--- config.mk ---
export PLATFORM = sky130hd
export DESIGN_NAME = sample_buffer
export DESIGN_NICKNAME = d
export VERILOG_FILES = /design/src/rtl/fft_pkg.sv /design/src/rtl/sample_ram.sv /design/src/rtl/sample_buffer.sv
export SDC_FILE = /design/constraint.sdc
export NUM_CORES = 1
export LEC_CHECK = 0
export BUFFER_PORTS_ARGS = -buffer_cell sky130_fd_sc_hd__buf_2
export CORE_MARGIN = 2
export CORE_UTILIZATION = 53
export DETAILED_ROUTE_END_ITERATION = 6
export PLACE_DENSITY_LB_ADDON = 0.3
export SYNTH_ARGS = -nofsm -noshare
export SYNTH_HDL_FRONTEND = slang
export SYNTH_SLANG_ARGS = --single-unit
export TNS_END_PERCENT = 30
--- constraint.sdc ---
create_clock -name clk -period 4.1 [get_ports clk]
set_input_delay 1.025 -clock clk [delete_from_list [all_inputs] [get_ports clk]]
set_output_delay 1.025 -clock clk [all_outputs]
set_load 0.02 [all_outputs]
--- src/rtl/fft_pkg.sv ---
// Shared FFT front-end definitions: sample buffer state encoding and default sizes.
package fft_pkg;

   localparam int unsigned N_DEFAULT      = 16;
   localparam int unsigned DATA_W_DEFAULT = 8;

   typedef enum logic [1:0] {
      StIdle  = 2'd0,
      StFill  = 2'd1,
      StReady = 2'd2
   } buf_state_e;

   // The sampler owns the buffer everywhere except while a frame is held for the FFT.
   function automatic logic is_capture(buf_state_e s);
      return s != StReady;
   endfunction

endpackage

--- src/rtl/sample_ram.sv ---
// Real and imaginary sample storage: one shared write port, one registered read port.
module sample_ram #(
   parameter int unsigned N      = 16,
   parameter int unsigned DATA_W = 8
) (
   input  logic                 clk,
   input  logic                 reset,
   input  logic                 we,
   input  logic                 we_imag,
   input  logic [$clog2(N)-1:0] wr_addr,
   input  logic [DATA_W-1:0]    wr_data,
   input  logic [$clog2(N)-1:0] rd_addr,
   output logic [DATA_W-1:0]    rd_re,
   output logic [DATA_W-1:0]    rd_im
);

   logic [DATA_W-1:0] re_mem [N];
   logic [DATA_W-1:0] im_mem [N];

   logic [DATA_W-1:0] rd_re_q, rd_re_d;
   logic [DATA_W-1:0] rd_im_q, rd_im_d;

   always_ff @(posedge clk) begin
      if (we) begin
         if (we_imag) begin
            im_mem[wr_addr] <= wr_data;
         end else begin
            re_mem[wr_addr] <= wr_data;
         end
      end
   end

   // Non-blocking write above means a colliding read returns the pre-write content.
   always_comb begin
      rd_re_d = re_mem[rd_addr];
      rd_im_d = im_mem[rd_addr];
   end

   always_ff @(posedge clk or posedge reset) begin
      if (reset) begin
         rd_re_q <= '0;
         rd_im_q <= '0;
      end else begin
         rd_re_q <= rd_re_d;
         rd_im_q <= rd_im_d;
      end
   end

   assign rd_re = rd_re_q;
   assign rd_im = rd_im_q;

endmodule

--- src/rtl/sample_buffer.sv ---
// Ping-free capture buffer between the ADC sampler and the FFT: fill, hold, release.
// Build option SAMPLE_BUFFER_OFFSET_BIN_EN converts offset-binary din to two's complement.
module sample_buffer
   import fft_pkg::*;
#(
   parameter int unsigned N      = N_DEFAULT,
   parameter int unsigned DATA_W = DATA_W_DEFAULT
) (
   input  logic                 clk,
   input  logic                 reset,
   input  logic                 run,
   input  logic                 sample,
   input  logic                 imag,
   input  logic [$clog2(N)-1:0] addr,
   input  logic [DATA_W-1:0]    din,
   input  logic                 frame_ack,
   input  logic [$clog2(N)-1:0] rd_addr,
   output logic [DATA_W-1:0]    rd_re,
   output logic [DATA_W-1:0]    rd_im,
   output logic                 frame_ready,
   output logic                 short_frame,
   output logic                 overflow
);

   localparam int unsigned CW       = $clog2(2 * N) + 1;
   localparam logic [CW-1:0] FULL_CNT = CW'(2 * N);
   localparam logic [CW-1:0] CNT_MAX  = '1;

   buf_state_e        state_q, state_d;
   logic [CW-1:0]     wr_cnt_q, wr_cnt_d;
   logic              frame_ready_q, frame_ready_d;
   logic              short_frame_q, short_frame_d;
   logic              overflow_q, overflow_d;
   logic              wr_en;
   logic [DATA_W-1:0] wr_data;

   assign wr_en = sample & run & is_capture(state_q);

`ifdef SAMPLE_BUFFER_OFFSET_BIN_EN
   assign wr_data = {~din[DATA_W-1], din[DATA_W-2:0]};
`else
   assign wr_data = din;
`endif

   always_comb begin
      state_d       = state_q;
      wr_cnt_d      = wr_cnt_q;
      short_frame_d = short_frame_q;
      overflow_d    = overflow_q;
      unique case (state_q)
         StIdle: begin
            if (run) begin
               state_d  = StFill;
               wr_cnt_d = '0;
            end
         end
         StFill: begin
            if (!run) begin
               state_d = StReady;
               if (wr_cnt_q != FULL_CNT) begin
                  short_frame_d = 1'b1;
               end
            end
         end
         StReady: begin
            if (sample) begin
               overflow_d = 1'b1;
            end
            if (frame_ack) begin
               state_d       = StIdle;
               short_frame_d = 1'b0;
               overflow_d    = 1'b0;
            end
         end
         default: state_d = StIdle;
      endcase
      // Count after the entry clear so a strobe on the IDLE->FILL cycle is kept;
      // saturate so heavy duplicate writing cannot wrap back onto 2N.
      if (wr_en && (wr_cnt_d != CNT_MAX)) begin
         wr_cnt_d = wr_cnt_d + CW'(1);
      end
      frame_ready_d = (state_d == StReady);
   end

   always_ff @(posedge clk or posedge reset) begin
      if (reset) begin
         state_q       <= StIdle;
         wr_cnt_q      <= '0;
         frame_ready_q <= 1'b0;
         short_frame_q <= 1'b0;
         overflow_q    <= 1'b0;
      end else begin
         state_q       <= state_d;
         wr_cnt_q      <= wr_cnt_d;
         frame_ready_q <= frame_ready_d;
         short_frame_q <= short_frame_d;
         overflow_q    <= overflow_d;
      end
   end

   assign frame_ready = frame_ready_q;
   assign short_frame = short_frame_q;
   assign overflow    = overflow_q;

   sample_ram #(
      .N      (N),
      .DATA_W (DATA_W)
   ) u_ram (
      .clk     (clk),
      .reset   (reset),
      .we      (wr_en),
      .we_imag (imag),
      .wr_addr (addr),
      .wr_data (wr_data),
      .rd_addr (rd_addr),
      .rd_re   (rd_re),
      .rd_im   (rd_im)
   );

endmodule

==> results_dict.tcl, run 1 <==
set metrics [dict create \
    criticalPathCategory "input port to flip-flop" \
    ys_seq_elements 283 \
    grt_use_met1_pct 28.2 \
    ios 41 \
    final-seq-area_um2 8360 \
    die_w_um 147 \
    rsz0062_at_grt "false" \
    finalNetCount 600 \
    grt_max_degree 65 \
    wirelength_um 21600 \
    cp-start-kind "input port" \
    die_area_um2 21700 \
    rows 52 \
    p_total_w 0.00600 \
    fin_crit_sh_pct 69.6 \
    status "finished clean" \
    fin_cells 871 \
    met3_usage_pct 3.98 \
    syn-num-nets 540 \
    htreeDepth 1 \
    wire_per_inst_um 24.8 \
    hold_violations 0 \
    antenna_left 0 \
    layout_min_cycle_time_ns 2.85 \
    cts_resized 0 \
    clk_path_buf_depth 3 \
    setup_viol_count_final 0 \
    gr-total-overflow 0 \
    dp_hpwl_um 13100 \
    num_vias 5321 \
    path_clk_slew_ns 0.06 \
    critPathSlowestCell "and2_0" \
    clock_latency_ns 0.53 \
    core_um2 20200 \
    final_max_slew_viol_count 0 \
    power.density_nw_per_um2 489 \
    synthArstFlopShare_pct 9.54 \
    post-cts-setup-buffer-count 0 \
    p_sw_share_pct 20.6 \
    dpl.cell_count 818 \
    die_y_um 147 \
    skew_ns 0.00638 \
    synth.cell_area_um2 10900 \
    yosys_warnings 0 \
    multiInputGateArea_um2 2310 \
    relSlewSlack_pct 38.3 \
    drc 0 \
    syn_inst 518 \
    synth_top_area_share_pct 70.7 \
    cts_sinks 283 \
    synth.largest_area_cell "edfxtp_1" \
    pwr-share-comb_pct 5.5 \
    utilization_pct 60.8 \
    power.switching_w 0.00123 \
    drive_gt1_share_pct 25.1 \
    power_frac_seq_pct 53.6 \
    start_util_pct 53.9 \
    synth_edf_count 256 \
    synth_most_common_cell "edfxtp_1" \
    crit_chain "buf_2, and2_0, or4b_1, nor2_1" \
    nFillCells 1405 \
    holdBufCountCts 0 \
    grt.met2_usage_pct 34.1 \
    critPathRequiredTime_ns 4.25 \
    crit_arrival_ns 3.01 \
    synthFlopType "edfxtp_1" \
    synthTopCellsByArea "edfxtp_1 71%, mux4_2 11%, dfrtp_1 6.2%" \
    crit_fanout 15 \
    fin_setup_tns_ns 0 \
    initialDrtViolationCount 610 \
    grt_use_total_pct 20.3 \
    seq_area_frac_synth_pct 76.9 \
    maxCapViolCount 0 \
    ys_types 42 \
    numCtsBuffers 28 \
    slowest_delay_ns 0.63 \
    hold_path_class "flip-flop to flip-flop" \
    grt_pass1_vias 5541 \
    gp_congestion 0.827 \
    portBuffers 40 \
    critPathTopFamily "simple AND/OR/NAND/NOR gates" \
    antenna_found_initial 4 \
    cp-end-kind "flip-flop" \
    area_delta_synth_final_pct 12.8 \
    clock_power_share_pct 41.0 \
    ir_drop_mv 0.338 \
    tightestPinTransition_ns 0.925 \
    grt_first_pass_wirelength_um 32900 \
    max_freq_mhz 350 \
    p_leak_nw 4.07 \
    cts_tree "done" \
    grt.busiest_layer "met2" \
    crit_buf_inv 1 \
    vias_per_cell 6.11 \
    synth_commonest_cells "256 x edfxtp_1, 54 x mux4_2, 33 x a22oi_1, 32 x nor2_1, 27 x dfrtp_1" \
    p_int_w 0.00477 \
    clock-root-buffer "clkbuf_16" \
    avgSynthCellArea_um2 21.0 \
    first_pass_iters 5 \
]
-- layout make-up --
cell class | instances | share of cell area (%)
Antenna cell | 3 | 0.0612
Clock buffer | 41 | 6.79
Clock inverter | 9 | 0.531
Inverter | 2 | 0.0612
Multi-Input combinational cell | 208 | 18.8
Sequential cell | 283 | 68.2
Tap cell | 270 | 2.75
Timing Repair Buffer | 55 | 2.77
-- state kept, by name (all words and copies together) (netlist names) --
register / cells
frame_ready: 1
u_ram.rd_re: 8
short_frame: 1
u_ram.im_mem: 128
wr_cnt_q: 6
overflow: 1
u_ram.re_mem: 128
state_q: 2
u_ram.rd_im: 8
-- tightest hold or removal path: cells and delay by family, from the launching register on --
family	cells	cell delay, ns
flip-flops	1	0.40
buffers and inverters	1	0.06
AO/OA/AOI/OAI	1	0.06
-- per-stage QoR --
step           area, µm²  hold slack [ns]  setup slack, ns
6_report           12300            0.555             1.25
5_1_grt            12300            0.587             1.12
4_1_cts            12300            0.557             1.26
3_5_place_dp       11400            0.545            0.718
3_3_place_gp       11400            0.515            0.831
2_1_floorplan      10900            0.482             1.32
-- layout by cell type, fill, tap and decap left out, types with 6 or more instances in the layout --
cell type / count
buf_2: 39
clkbuf_1: 8
buf_4: 14
dfrtp_1: 27
nand4_1: 6
nor2b_1: 8
edfxtp_1: 256
a22oi_1: 33
clkbuf_16: 31
mux4_2: 54
nand2_1: 22
mux4_1: 10
nor2_1: 32
-- worst paths after layout --
path / startpoint / to / slack (ns) / cells after the start
worst max register to register: state_q[0]$_DFF_PP0_ / u_ram.re_mem[8][0]$_DFFE_PP_ / 1.65 / 3
worst max-delay path: run / u_ram.re_mem[9][0]$_DFFE_PP_ / 1.25 / 4
worst min-delay path: short_frame$_DFFE_PP0P_ / short_frame$_DFFE_PP0P_ / 0.55 / 2
max in group asynchronous: reset / u_ram.rd_re[5]$_DFF_PP0_ / 2.71 / 3
min in group asynchronous: reset / wr_cnt_q[1]$_DFF_PP0_ / 0.70 / 2
worst min register to register: short_frame$_DFFE_PP0P_ / short_frame$_DFFE_PP0P_ / 0.55 / 2
-- cell families after synthesis --
kind of cell           synth area share (%)
and+or+nand+nor                        4.27
DFF                                    76.9
AOI/OAI and AO/OA                      3.28
buffers and inverters                  1.83
muxes                                  13.7
-- power by group through the flow --
stage          combinational, W  sequential, W  clock, W
6_report               0.000329        0.00321   0.00246
5_1_grt                0.000355        0.00322   0.00261
4_1_cts                0.000332        0.00321   0.00249
3_5_place_dp           0.000332        0.00327         0
3_3_place_gp           0.000323        0.00327         0
2_1_floorplan          0.000171        0.00330         0
-- layer usage --
| layer | routed length, µm | vias to the layer above | part of all wire (%) |
|---|---|---|---|
| met2 | 10900 | 205 | 51 |
| met3 | 1400 | 39 | 6.5 |
| met5 | 7 | - | 0.032 |
| met1 | 8910 | 2793 | 41 |
| li1 | - | 2282 | - |
| met4 | 367 | 2 | 1.7 |
Power figures use the tool's default switching activity.
==> inputs of run 2 (changes only) <==
==> constraint.sdc (replaced) <==
create_clock -name clk -period 2.49 [get_ports clk]
set_input_delay 0.6225 -clock clk [delete_from_list [all_inputs] [get_ports clk]]
set_output_delay 0.6225 -clock clk [all_outputs]
set_load 0.02 [all_outputs]
==> results_dict.tcl, run 2 (same netlist as run 1, synthesis figures left out) <==
set metrics [dict create \
    status "finished clean" \
    core_um2 20200 \
    fin_cells 897 \
    fin_setup_tns_ns 0 \
    grt.met2_usage_pct 35.2 \
    crit_buf_inv 1 \
    holdBufCountCts 0 \
    numCtsBuffers 26 \
    final_max_slew_viol_count 0 \
    cp-start-kind "flip-flop" \
    die_y_um 147 \
    clk_path_buf_depth 3 \
    crit_fanout 10 \
    criticalPathCategory "flip-flop to flip-flop" \
    start_util_pct 53.9 \
    met3_usage_pct 3.73 \
    cts_tree "done" \
    skew_ns 0.0102 \
    portBuffers 40 \
    htreeDepth 1 \
    layout_min_cycle_time_ns 1.90 \
    grt.busiest_layer "met2" \
    final_cell_mix "256 x edfxtp_1, 54 x mux4_2, 43 x buf_4" \
    drive_gt1_share_pct 28.5 \
    gr-total-overflow 0 \
    dpl.cell_count 849 \
    reg_top3 "u_ram.im_mem (128), u_ram.re_mem (128)" \
    antenna_found_initial 1 \
    maxCapViolCount 0 \
    rows 52 \
    path_clk_slew_ns 0.07 \
    grt_use_total_pct 20.6 \
    crit_arrival_ns 2.13 \
    p_leak_nw 4.21 \
    dp_hpwl_um 13600 \
    power.density_nw_per_um2 774 \
    hold_violations 0 \
    finalNetCount 629 \
    worst_hold_slack_ns 0.192 \
    crit_chain "nor2b_1, or4b_1, nor2_1, buf_4" \
    die_area_um2 21700 \
    num_vias 5381 \
    layout_commonest_cell "edfxtp_1" \
    initialDrtViolationCount 491 \
    critPathTopFamily "simple AND/OR/NAND/NOR gates" \
    vias_per_cell 6.00 \
    clock-root-buffer "clkbuf_16" \
    grt_pass1_vias 5606 \
    area_delta_synth_final_pct 14.4 \
    tightestPinTransition_ns 0.681 \
    cts_sinks 283 \
    grt_first_pass_wirelength_um 33400 \
    fin_crit_sh_pct 76.5 \
    first_pass_iters 5 \
    ios 41 \
    antenna_left 0 \
    critPathRequiredTime_ns 2.72 \
    slowest_delay_ns 0.63 \
    p_total_w 0.00963 \
    ir_drop_mv 0.975 \
    wire_per_inst_um 24.4 \
    grt_max_degree 49 \
    clock_latency_ns 0.52 \
    post-cts-setup-buffer-count 0 \
    drc 0 \
    relSlewSlack_pct 54.6 \
    place_area_um2 11600 \
    max_freq_mhz 525 \
    wirelength_um 21900 \
    final_area_um2 12400 \
    critPathSlowestCell "or4b_1" \
    hold_path_class "input port to asynchronous set/reset pin" \
    cp-end-kind "flip-flop" \
    insertedDiodeCount 0 \
    gp_congestion 0.859 \
    cts_resized 0 \
    rsz0062_at_grt "false" \
    die_w_um 147 \
    setup_viol_count_final 0 \
    grt_use_met1_pct 28.7 \
    nFillCells 1403 \
]
[run 2: cell type report]
| cell class | instances | area [µm²] | share of cell area, % |
|---|---|---|---|
| clock buffers | 39 | 751 | 6.04 |
| clock inverters | 9 | 68.8 | 0.553 |
| inverters | 2 | 7.51 | 0.0604 |
| multi-input cells | 208 | 2310 | 18.6 |
| flip-flops and latches | 283 | 8360 | 67.3 |
| well taps | 270 | 338 | 2.72 |
| repair buffers | 86 | 598 | 4.81 |
[run 2: through the flow]
stage	utilization [%]	setup slack, ns
finish	61.7	0.586
floorplan	-	0.114
detailed placement	57.6	0.214
CTS	61.7	0.599
global placement	57.6	0.249
global route	61.7	0.473
[run 2: path summary, 6_finish.rpt]
kind                       slack, ns  depth (start not counted)                             to            startpoint
min in group clk                0.32                          2           overflow$_DFFE_PP0P_             frame_ack
max in group asynchronous       1.97                          3       u_ram.rd_re[4]$_DFF_PP0_                 reset
setup reg to reg                0.59                          4  u_ram.re_mem[11][7]$_DFFE_PP_  state_q[0]$_DFF_PP0_
hold reg to reg                 0.54                          1           state_q[0]$_DFF_PP0_  state_q[1]$_DFF_PP0_
hold / removal                  0.19                          3          wr_cnt_q[5]$_DFF_PP0_                 reset
setup / recovery                0.59                          4  u_ram.re_mem[11][7]$_DFFE_PP_  state_q[0]$_DFF_PP0_
[run 2: worst register-to-register path, cell delays in order, from the launching register on]
cell and delay [ns]:
dfrtp_1 0.49, nor2b_1 0.15, or4b_1 0.63, nor2_1 0.16, buf_4 0.19
[run 2: power breakdown]
| group | switching [W] | leakage (nW) | internal (W) |
|---|---|---|---|
| Sequential | 0.0000411 | 2.64 | 0.00525 |
| Clock | 0.00160 | 0.400 | 0.00218 |
| Combinational | 0.000346 | 1.17 | 0.000208 |
| Total | 0.00199 | 4.21 | 0.00764 |
[run 2: layer usage]
metal	wire (µm)	vias up
li1	-	2338
met1	8920	2850
met2	11300	170
met3	1410	21
met4	218	2
met5	11	-
==> inputs of run 3 (changes only) <==
==> constraint.sdc (replaced) <==
create_clock -name clk -period 1.8 [get_ports clk]
set_input_delay 0.45 -clock clk [delete_from_list [all_inputs] [get_ports clk]]
set_output_delay 0.45 -clock clk [all_outputs]
set_load 0.02 [all_outputs]
==> results_dict.tcl, run 3 (same netlist as run 1, synthesis figures left out) <==
set metrics [dict create \
    p_int_w 0.0113 \
    layout_commonest_cell "edfxtp_1" \
    criticalPathCategory "flip-flop to flip-flop" \
    path_clk_slew_ns 0.06 \
    first_pass_iters 5 \
    pre_cts_ws_ns -0.185 \
    r2r_slack_ns 0.06 \
    ir_drop_mv 0.748 \
    cp-start-kind "flip-flop" \
    finalNetCount 649 \
    num_vias 5557 \
    cp-end-kind "flip-flop" \
    core_um2 20200 \
    vias_per_cell 6.05 \
    layout_min_cycle_time_ns 1.74 \
    antenna_left 0 \
    gp_congestion 0.793 \
    nFillCells 1365 \
    hold_path_class "input port to asynchronous set/reset pin" \
    reg_top3 "u_ram.im_mem (128), u_ram.re_mem (128)" \
    crit_arrival_ns 1.95 \
    grt_use_total_pct 21.0 \
    power.switching_w 0.00296 \
    maxCapViolCount 0 \
    p_leak_nw 4.40 \
    tightestPinTransition_ns 0.889 \
    grt_pass1_vias 5703 \
    cts_tree "done" \
    max_freq_mhz 575 \
    relSlewSlack_pct 40.6 \
    htreeDepth 1 \
    area_delta_synth_final_pct 18.6 \
    power.density_nw_per_um2 1110 \
    wire_per_inst_um 24.4 \
    fin_ws_ns 0.0604 \
    drive_gt1_share_pct 34.1 \
    dpl.cell_count 866 \
    ios 41 \
    p_total_w 0.0143 \
    drc 0 \
    utilization_pct 64.0 \
    fin_cells 919 \
    start_util_pct 53.9 \
    grt_first_pass_wirelength_um 34000 \
    portBuffers 40 \
    p_sw_share_pct 20.7 \
    holdBufCountCts 0 \
    status "finished clean" \
    clock_latency_ns 0.54 \
    final_max_slew_viol_count 0 \
    die_w_um 147 \
    rows 52 \
    insertedDiodeCount 0 \
    crit_fanout 8 \
    die_area_um2 21700 \
    numCtsBuffers 29 \
    clock_power_share_pct 43.0 \
    wirelength_um 22400 \
    cts_sinks 283 \
    hold_violations 0 \
    die_y_um 147 \
    final_area_um2 12900 \
    final-seq-area_um2 8360 \
    skew_ns 0.00786 \
    reg2reg_depth 4 \
    critPathRequiredTime_ns 2.01 \
    gr-total-overflow 0 \
    fin_crit_sh_pct 96.6 \
    dp_hpwl_um 14200 \
    clock-root-buffer "clkbuf_16" \
    rsz0062_at_grt "false" \
    antenna_found_initial 0 \
    post-cts-setup-buffer-count 0 \
    grt_max_degree 33 \
    final_cell_mix "256 x edfxtp_1, 54 x mux4_2, 53 x buf_4" \
    setup_viol_count_final 0 \
    power_frac_seq_pct 51.2 \
    initialDrtViolationCount 592 \
    clk_path_buf_depth 3 \
    pwr-share-comb_pct 5.9 \
    multiInputGateArea_um2 2410 \
    place_area_um2 11900 \
]
run 3: repair_timing:
item	4_1_cts	5_1_grt
cloned	0	0
resized for setup	1	2
pin swaps	0	1
setup endpoints to repair	16	29
run 3: area by class of cell:
type / count / area share (%)
clock buffers: 36 / 5.99
clock inverters: 17 / 1.67
inverters: 2 / 0.0582
multi-input cells: 208 / 18.7
flip-flops and latches: 283 / 64.8
well taps: 270 / 2.62
repair buffers: 103 / 6.17
run 3: routing by layer:
metal | vias up | GRT usage [%] | share of wire (%)
met1 | 2923 | 30.0 | 42
met4 | 0 | 5.00 | 1.6
met3 | 32 | 3.26 | 6.6
met5 | - | 0 | 0
li1 | 2377 | - | -
met2 | 225 | 34.7 | 50
run 3: power by group through the flow:
stage	registers (W)	logic (W)	clock network [W]
final	0.00732	0.000837	0.00615
after detailed placement	0.00745	0.000844	0
after global routing	0.00732	0.000898	0.00647
after global placement	0.00744	0.000819	0
after floorplan	0.00751	0.000405	0
after CTS	0.00731	0.000846	0.00621
run 3: worst paths after layout:
check	start	endpoint
max	state_q[1]$_DFF_PP0_	u_ram.re_mem[11][2]$_DFFE_PP_
min	reset	wr_cnt_q[2]$_DFF_PP0_
max reg2reg	state_q[1]$_DFF_PP0_	u_ram.re_mem[11][2]$_DFFE_PP_
min reg2reg	overflow$_DFFE_PP0P_	overflow$_DFFE_PP0P_
max in group asynchronous	reset	u_ram.rd_re[5]$_DFF_PP0_
min in group clk	frame_ack	overflow$_DFFE_PP0P_
run 3: worst max-delay path, cell delays in order, from the launching register on:
cell and delay [ns]:
dfrtp_1 0.38, nor2b_1 0.15, or4b_1 0.48, buf_6 0.16, nor2_4 0.24
run 3: per-stage QoR:
stage	setup TNS [ns]	hold slack (ns)
CTS	0	0.00205
finish	0	0.00796
global placement	-10.27	0.516
global route	0	0.0363
floorplan	-14.90	0.482
detailed placement	-15.55	0.523
